<file path="config.mk">
export PLATFORM = sky130hd
export DESIGN_NAME = uart_tx_module
export DESIGN_NICKNAME = d
export VERILOG_FILES = /design/src/rtl/uart_tx_pkg.sv /design/src/rtl/uart_tx_regs.sv /design/src/rtl/uart_tx_module.sv
export SDC_FILE = /design/constraint.sdc
export NUM_CORES = 1
export LEC_CHECK = 0
export CAP_MARGIN = 40
export CELL_PAD_IN_SITES_DETAIL_PLACEMENT = 0
export CELL_PAD_IN_SITES_GLOBAL_PLACEMENT = 1
export CORE_UTILIZATION = 35
export DETAILED_ROUTE_END_ITERATION = 6
export HOLD_SLACK_MARGIN = 0.15
export PLACE_DENSITY_LB_ADDON = 0.15
export SLEW_MARGIN = 20
export SYNTH_ARGS = -nofsm -noshare
export SYNTH_HDL_FRONTEND = slang
export SYNTH_SLANG_ARGS = --single-unit
</file>
<file path="constraint.sdc">
create_clock -name clk -period 3.19 [get_ports clk]
set_input_delay 0.319 -clock clk [delete_from_list [all_inputs] [get_ports clk]]
set_output_delay 0.319 -clock clk [all_outputs]
set_load 0.05 [all_outputs]
</file>
<file path="src/rtl/uart_tx_pkg.sv">
// uart_tx_pkg: shared FSM encoding, config bit indices and default bus addresses for the UART transmitter.
package uart_tx_pkg;
  typedef enum logic [2:0] {
    ST_IDLE   = 3'd0,
    ST_START  = 3'd1,
    ST_DATA   = 3'd2,
    ST_PARITY = 3'd3,
    ST_STOP   = 3'd4
  } state_t;
  localparam int CFG_PAR_EN = 0;
  localparam int CFG_PAR_ODD = 1;
  localparam int CFG_STOP2 = 2;
  localparam logic [3:0] DEF_CFG_ADDR = 4'h6;
  localparam logic [3:0] DEF_STAT_ADDR = 4'h7;
endpackage

</file>
<file path="src/rtl/uart_tx_regs.sv">
// uart_tx_regs: register-bus decode, one-cycle ack/readback and the line-format config register.
// Parity bits exist only when UART_TX_PARITY_EN is defined; otherwise they are held at 0.
module uart_tx_regs
  import uart_tx_pkg::*;
#(
  parameter logic [3:0] CFG_ADDR = DEF_CFG_ADDR,
  parameter logic [3:0] STAT_ADDR = DEF_STAT_ADDR
) (
  input  logic       clk,
  input  logic       rst,
  input  logic [3:0] address,
  input  logic [3:0] data,
  input  logic       valid,
  input  logic       busy,
  input  logic       full,
  output logic       ack,
  output logic [3:0] data_out,
  output logic       data_out_valid,
  output logic [2:0] cfg
);
  logic cfg_hit, stat_hit, ack_q, data_unused;
  logic [2:0] cfg_d;
  logic [3:0] rd_q;
  assign cfg_hit = valid && (address == CFG_ADDR);
  assign stat_hit = valid && (address == STAT_ADDR);
`ifdef UART_TX_PARITY_EN
  assign cfg_d = cfg_hit ? data[2:0] : cfg;
  assign data_unused = data[3];
`else
  assign cfg_d = cfg_hit ? {data[CFG_STOP2], 2'b00} : cfg;
  assign data_unused = ^{data[3], data[1:0]};
`endif
  // Readback carries the post-write config value, or a snapshot of status.
  always_ff @(posedge clk or negedge rst)
    if (!rst) begin
      cfg <= 3'd0;
      ack_q <= 1'b0;
      rd_q <= 4'd0;
    end else begin
      cfg <= cfg_d;
      ack_q <= cfg_hit || stat_hit;
      rd_q <= cfg_hit ? {1'b0, cfg_d} : stat_hit ? {2'b00, full, busy} : 4'd0;
    end
  assign ack = ack_q;
  assign data_out_valid = ack_q;
  assign data_out = rd_q;
endmodule

</file>
<file path="src/rtl/uart_tx_module.sv">
// uart_tx_module: byte-wide UART transmitter, 16x-oversampled, LSB first, 1/2 stop bits.
// Optional parity is built only when UART_TX_PARITY_EN is defined.
module uart_tx_module
  import uart_tx_pkg::*;
#(
  parameter logic [3:0] TX_CFG_ADDR = DEF_CFG_ADDR,
  parameter logic [3:0] TX_STAT_ADDR = DEF_STAT_ADDR
) (
  input  logic       clk,
  input  logic       rst,
  input  logic       tick_16bd,
  input  logic [7:0] tx_data,
  input  logic       tx_valid,
  output logic       tx_ready,
  input  logic [3:0] address,
  input  logic [3:0] data,
  input  logic       valid,
  output logic       ack,
  output logic [3:0] data_out,
  output logic       data_out_valid,
  output logic       Tx
);
  state_t state, state_d;
  logic [3:0] tick_cnt, tick_d;
  logic [2:0] bit_cnt, bit_d, cfg;
  logic [7:0] shift, shift_d, hold;
  logic full, load, bnd, stop2_q;
`ifdef UART_TX_PARITY_EN
  logic par_en_q, par_q;
`else
  logic cfg_unused;
  assign cfg_unused = ^cfg[1:0];
`endif
  uart_tx_regs #(.CFG_ADDR(TX_CFG_ADDR), .STAT_ADDR(TX_STAT_ADDR)) u_regs (
    .clk(clk),
    .rst(rst),
    .address(address),
    .data(data),
    .valid(valid),
    .busy(state != ST_IDLE),
    .full(full),
    .ack(ack),
    .data_out(data_out),
    .data_out_valid(data_out_valid),
    .cfg(cfg)
  );
  assign tx_ready = !full;
  assign bnd = tick_16bd && (tick_cnt == 4'hF);
  // Format and parity are frozen at load so mid-frame config writes wait for the next frame.
  always_ff @(posedge clk or negedge rst)
    if (!rst) begin
      state <= ST_IDLE;
      tick_cnt <= 4'd0;
      bit_cnt <= 3'd0;
      shift <= 8'd0;
      hold <= 8'd0;
      full <= 1'b0;
      stop2_q <= 1'b0;
`ifdef UART_TX_PARITY_EN
      par_en_q <= 1'b0;
      par_q <= 1'b0;
`endif
    end else begin
      state <= state_d;
      tick_cnt <= tick_d;
      bit_cnt <= bit_d;
      shift <= shift_d;
      full <= !load && (full || tx_valid);
      if (tx_valid && tx_ready) hold <= tx_data;
      if (load) begin
        stop2_q <= cfg[CFG_STOP2];
`ifdef UART_TX_PARITY_EN
        par_en_q <= cfg[CFG_PAR_EN];
        par_q <= ^hold ^ cfg[CFG_PAR_ODD];
`endif
      end
    end
  // In STOP, bit_cnt (0 on entry) marks the second stop bit of a 2-stop frame.
  always_comb begin
    state_d = state;
    tick_d = tick_cnt;
    bit_d = bit_cnt;
    shift_d = shift;
    load = 1'b0;
    Tx = 1'b1;
    if (tick_16bd && state != ST_IDLE) tick_d = tick_cnt + 4'd1;
    case (state)
      ST_IDLE: load = full;
      ST_START: begin
        Tx = 1'b0;
        if (bnd) state_d = ST_DATA;
      end
      ST_DATA: begin
        Tx = shift[0];
        if (bnd) begin
          shift_d = shift >> 1;
          bit_d = bit_cnt + 3'd1;
`ifdef UART_TX_PARITY_EN
          if (bit_cnt == 3'd7) state_d = par_en_q ? ST_PARITY : ST_STOP;
`else
          if (bit_cnt == 3'd7) state_d = ST_STOP;
`endif
        end
      end
`ifdef UART_TX_PARITY_EN
      ST_PARITY: begin
        Tx = par_q;
        if (bnd) state_d = ST_STOP;
      end
`endif
      ST_STOP:
        if (bnd) begin
          if (stop2_q && bit_cnt == 3'd0) bit_d = 3'd1;
          else begin
            state_d = ST_IDLE;
            load = full;
          end
        end
      default: state_d = ST_IDLE;
    endcase
    if (load) begin
      state_d = ST_START;
      shift_d = hold;
      tick_d = 4'd0;
      bit_d = 3'd0;
    end
  end
endmodule

</file>
==> results.cfg <==
[outcome]
status = finished, final reports clean

[power_and_ir_drop]
p_leak_nw = 0.8902
combPwrFrac_pct = 35.3
vdd_ir_drop_max_uv = 366.5
p_int_mw = 1.007
power_density_nw_per_um2 = 797.2
seqPwrFrac_pct = 45.6
p_clk_share_pct = 19.1
swShare_pct = 35.17
p_switching_mw = 0.5465

[sta]
worst_pin_slew_ps = 508.7
max-slew-margin-rel_pct = 65.98
setup_violations = 0
tns_ps = 0
rsz0062_at_grt = false
max_freq_mhz = 418.0
drv_slew = 0
skew_ps = 4.541
final_hold_viol_count = 0
setup_ws_ps = 797.7
fin_crit_ps = 2392
fin_crit_sh_pct = 74.99

[floorplan]
dieHeight_um = 69.67
die_area_um2 = 4854
start_util_pct = 36.56
ios = 29
num_rows = 24
die_w_um = 69.67
core_area_um2 = 4384

[critical_path]
worstPathCellList = inv_1 -> nor2_1 -> o21ai_0 -> clkdlybuf4s50_1
crit_required_ps = 2870
worstPathArrival_ps = 2070
cp_slowest_cell = clkdlybuf4s50_1
r2r_cells = 3
critPathTopFamily = buffers and inverters
slowest_delay_ps = 830
worstSetupEndpointType = output pin
path_depth = 4
timing.critical_path.buf_inv = 2
crit_path_max_fanout = 7
critPathKind = reg2out
cp-start-kind = flop

[global_routing]
grt_max_degree = 34
overflow = 0
antenna_found_initial = 0
grt_usage_pct = 15.61
grt_pass1_vias = 1221
grt_pass1_wl_um = 5782

[detailed_routing]
drcViolationCount = 0
drt-total-wl_um = 3271
vias_per_cell = 5.096
drtAntennaViolNets = 0
dr.pass1.iters = 4
vias = 1111
wl_per_cell_um = 15.00
drtIter0Drc = 57

[yosys]
syn_avg_cell_area_um2 = 11.45
synth_warnings = 0
yosysSeqAreaShare_pct = 51.52
synth_edf_count = 0
synth-async-reset-ratio_pct = 100.0
synth_area_um2 = 1603
ys_seq_elements = 33
synth.net_count = 165
yosysTopAreaCellShare_pct = 51.52
synth_ff_type = dfrtp_1
postSynthCellCount = 140
netlist-cell-type-count = 41
synth_top_cell_by_area = dfrtp_1
netlist_top_cells_area = dfrtp_1, mux2_2, mux2i_1

[run]
max_cap_viol_count = 0

[placement]
hpwlAfterDp_um = 2347
place_congestion = 0.7914
pre_cts_ws_ps = 1112
dp_cells = 209
port_buffers = 24

[clock_tree]
clk_pin_slew_ps = 70
clkLatencyLatePin_ps = 280
post_cts_buffers = 0
hold_buffers = 0
cts-root-buf = clkbuf_8
clockBufferDepth = 2
cts_num_sinks = 33
cts_resized = 0
cts_tree = built
htreeDepth = 2
numCtsBuffers = 5

[finish]
final_cell_mix = dfrtp_1, clkdlybuf4s50_1
multi_input_area_um2 = 681.9
fillers = 422
drive_gt1_share_pct = 16.27
num_antenna_cells = 0
seqCellArea_um2 = 825.8
nets = 190
area_delta_synth_final_pct = 21.62
instances_no_fill = 218
final_common_cell = dfrtp_1

[worst_hold_path]
hold_path_class = in2async
[registers in the layout, indices dropped and copies added, names as in the netlist, 3 cells and up]
register and flops:
state 3, tick_cnt 4, u_regs.data_out 3, bit_cnt 3
shift 8, hold 8
[power groups by stage]
stage | registers, mW | logic [mW] | clock network [mW]
after floorplan | 0.670 | 0.445 | 0
after global placement | 0.706 | 0.525 | 0
after detailed placement | 0.715 | 0.556 | 0
after CTS | 0.707 | 0.559 | 0.308
after global routing | 0.732 | 0.614 | 0.332
final | 0.708 | 0.549 | 0.297
[synthesized netlist by cell type (2+ instances only)]
cell,number
a21oi_1,3
and2_1,2
buf_2,3
buf_4,3
buf_6,2
dfrtp_1,33
ha_1,4
inv_1,6
mux2_2,9
mux2i_1,9
nand2_1,9
nand3_1,9
nor2_1,9
nor2b_1,2
o21ai_0,3
o21ai_1,8
xor2_1,2
[final cells by class]
cell class	count	area share [%]
inverter	7	1.348
sequential	33	42.36
multi-input combinational	90	34.98
clock buffer	8	4.108
tap	52	3.338
timing repair buffer	28	13.86
[path summary, 6_finish.rpt]
check	startpoint	endpoint	slack (ps)
hold reg to reg	u_regs.cfg[2]	stop2_q	500
setup / recovery	state[0]	Tx	800
min in group clk	u_regs.cfg[2]	stop2_q	500
hold / removal	rst	bit_cnt[0]	430
setup reg to reg	state[1]	stop2_q	1360
max in group asynchronous	rst	u_regs.data_out[2]	2440
[routing by layer]
layer	vias up	part of all wire, %	GRT usage (%)
met4	0	2.2	7.333
met3	8	3.2	3.779
met5	-	0	0
li1	531	-	-
met2	20	46	23.41
met1	552	49	21.27
[worst reg2reg max path, stage by stage, from the launching register on]
cell,delay [ps]
dfrtp_1,530
nor3_4,430
and2_1,390
mux2_1,360
[per-stage QoR]
step / util (%) / power, mW / area [um^2] / hold slack (ps)
global placement: 42.47 / 1.231 / 1862 / 472.0
floorplan: - / 1.115 / 1603 / 23.41
detailed placement: 42.47 / 1.271 / 1862 / 480.9
CTS: 44.29 / 1.574 / 1942 / 454.6
finish: 44.46 / 1.554 / 1949 / 432.5
global route: 44.46 / 1.678 / 1949 / 477.7
[cell families after synthesis]
logic type      synth area share (%)
compound gates                 9.055
other cells                   0.2340
xor+xnor                       1.640
flops                          51.52
fa+ha+maj                      3.123
simple gates                   14.91
buf+inv                        5.932
mux                            13.58
(Power assumes the default switching activity.)
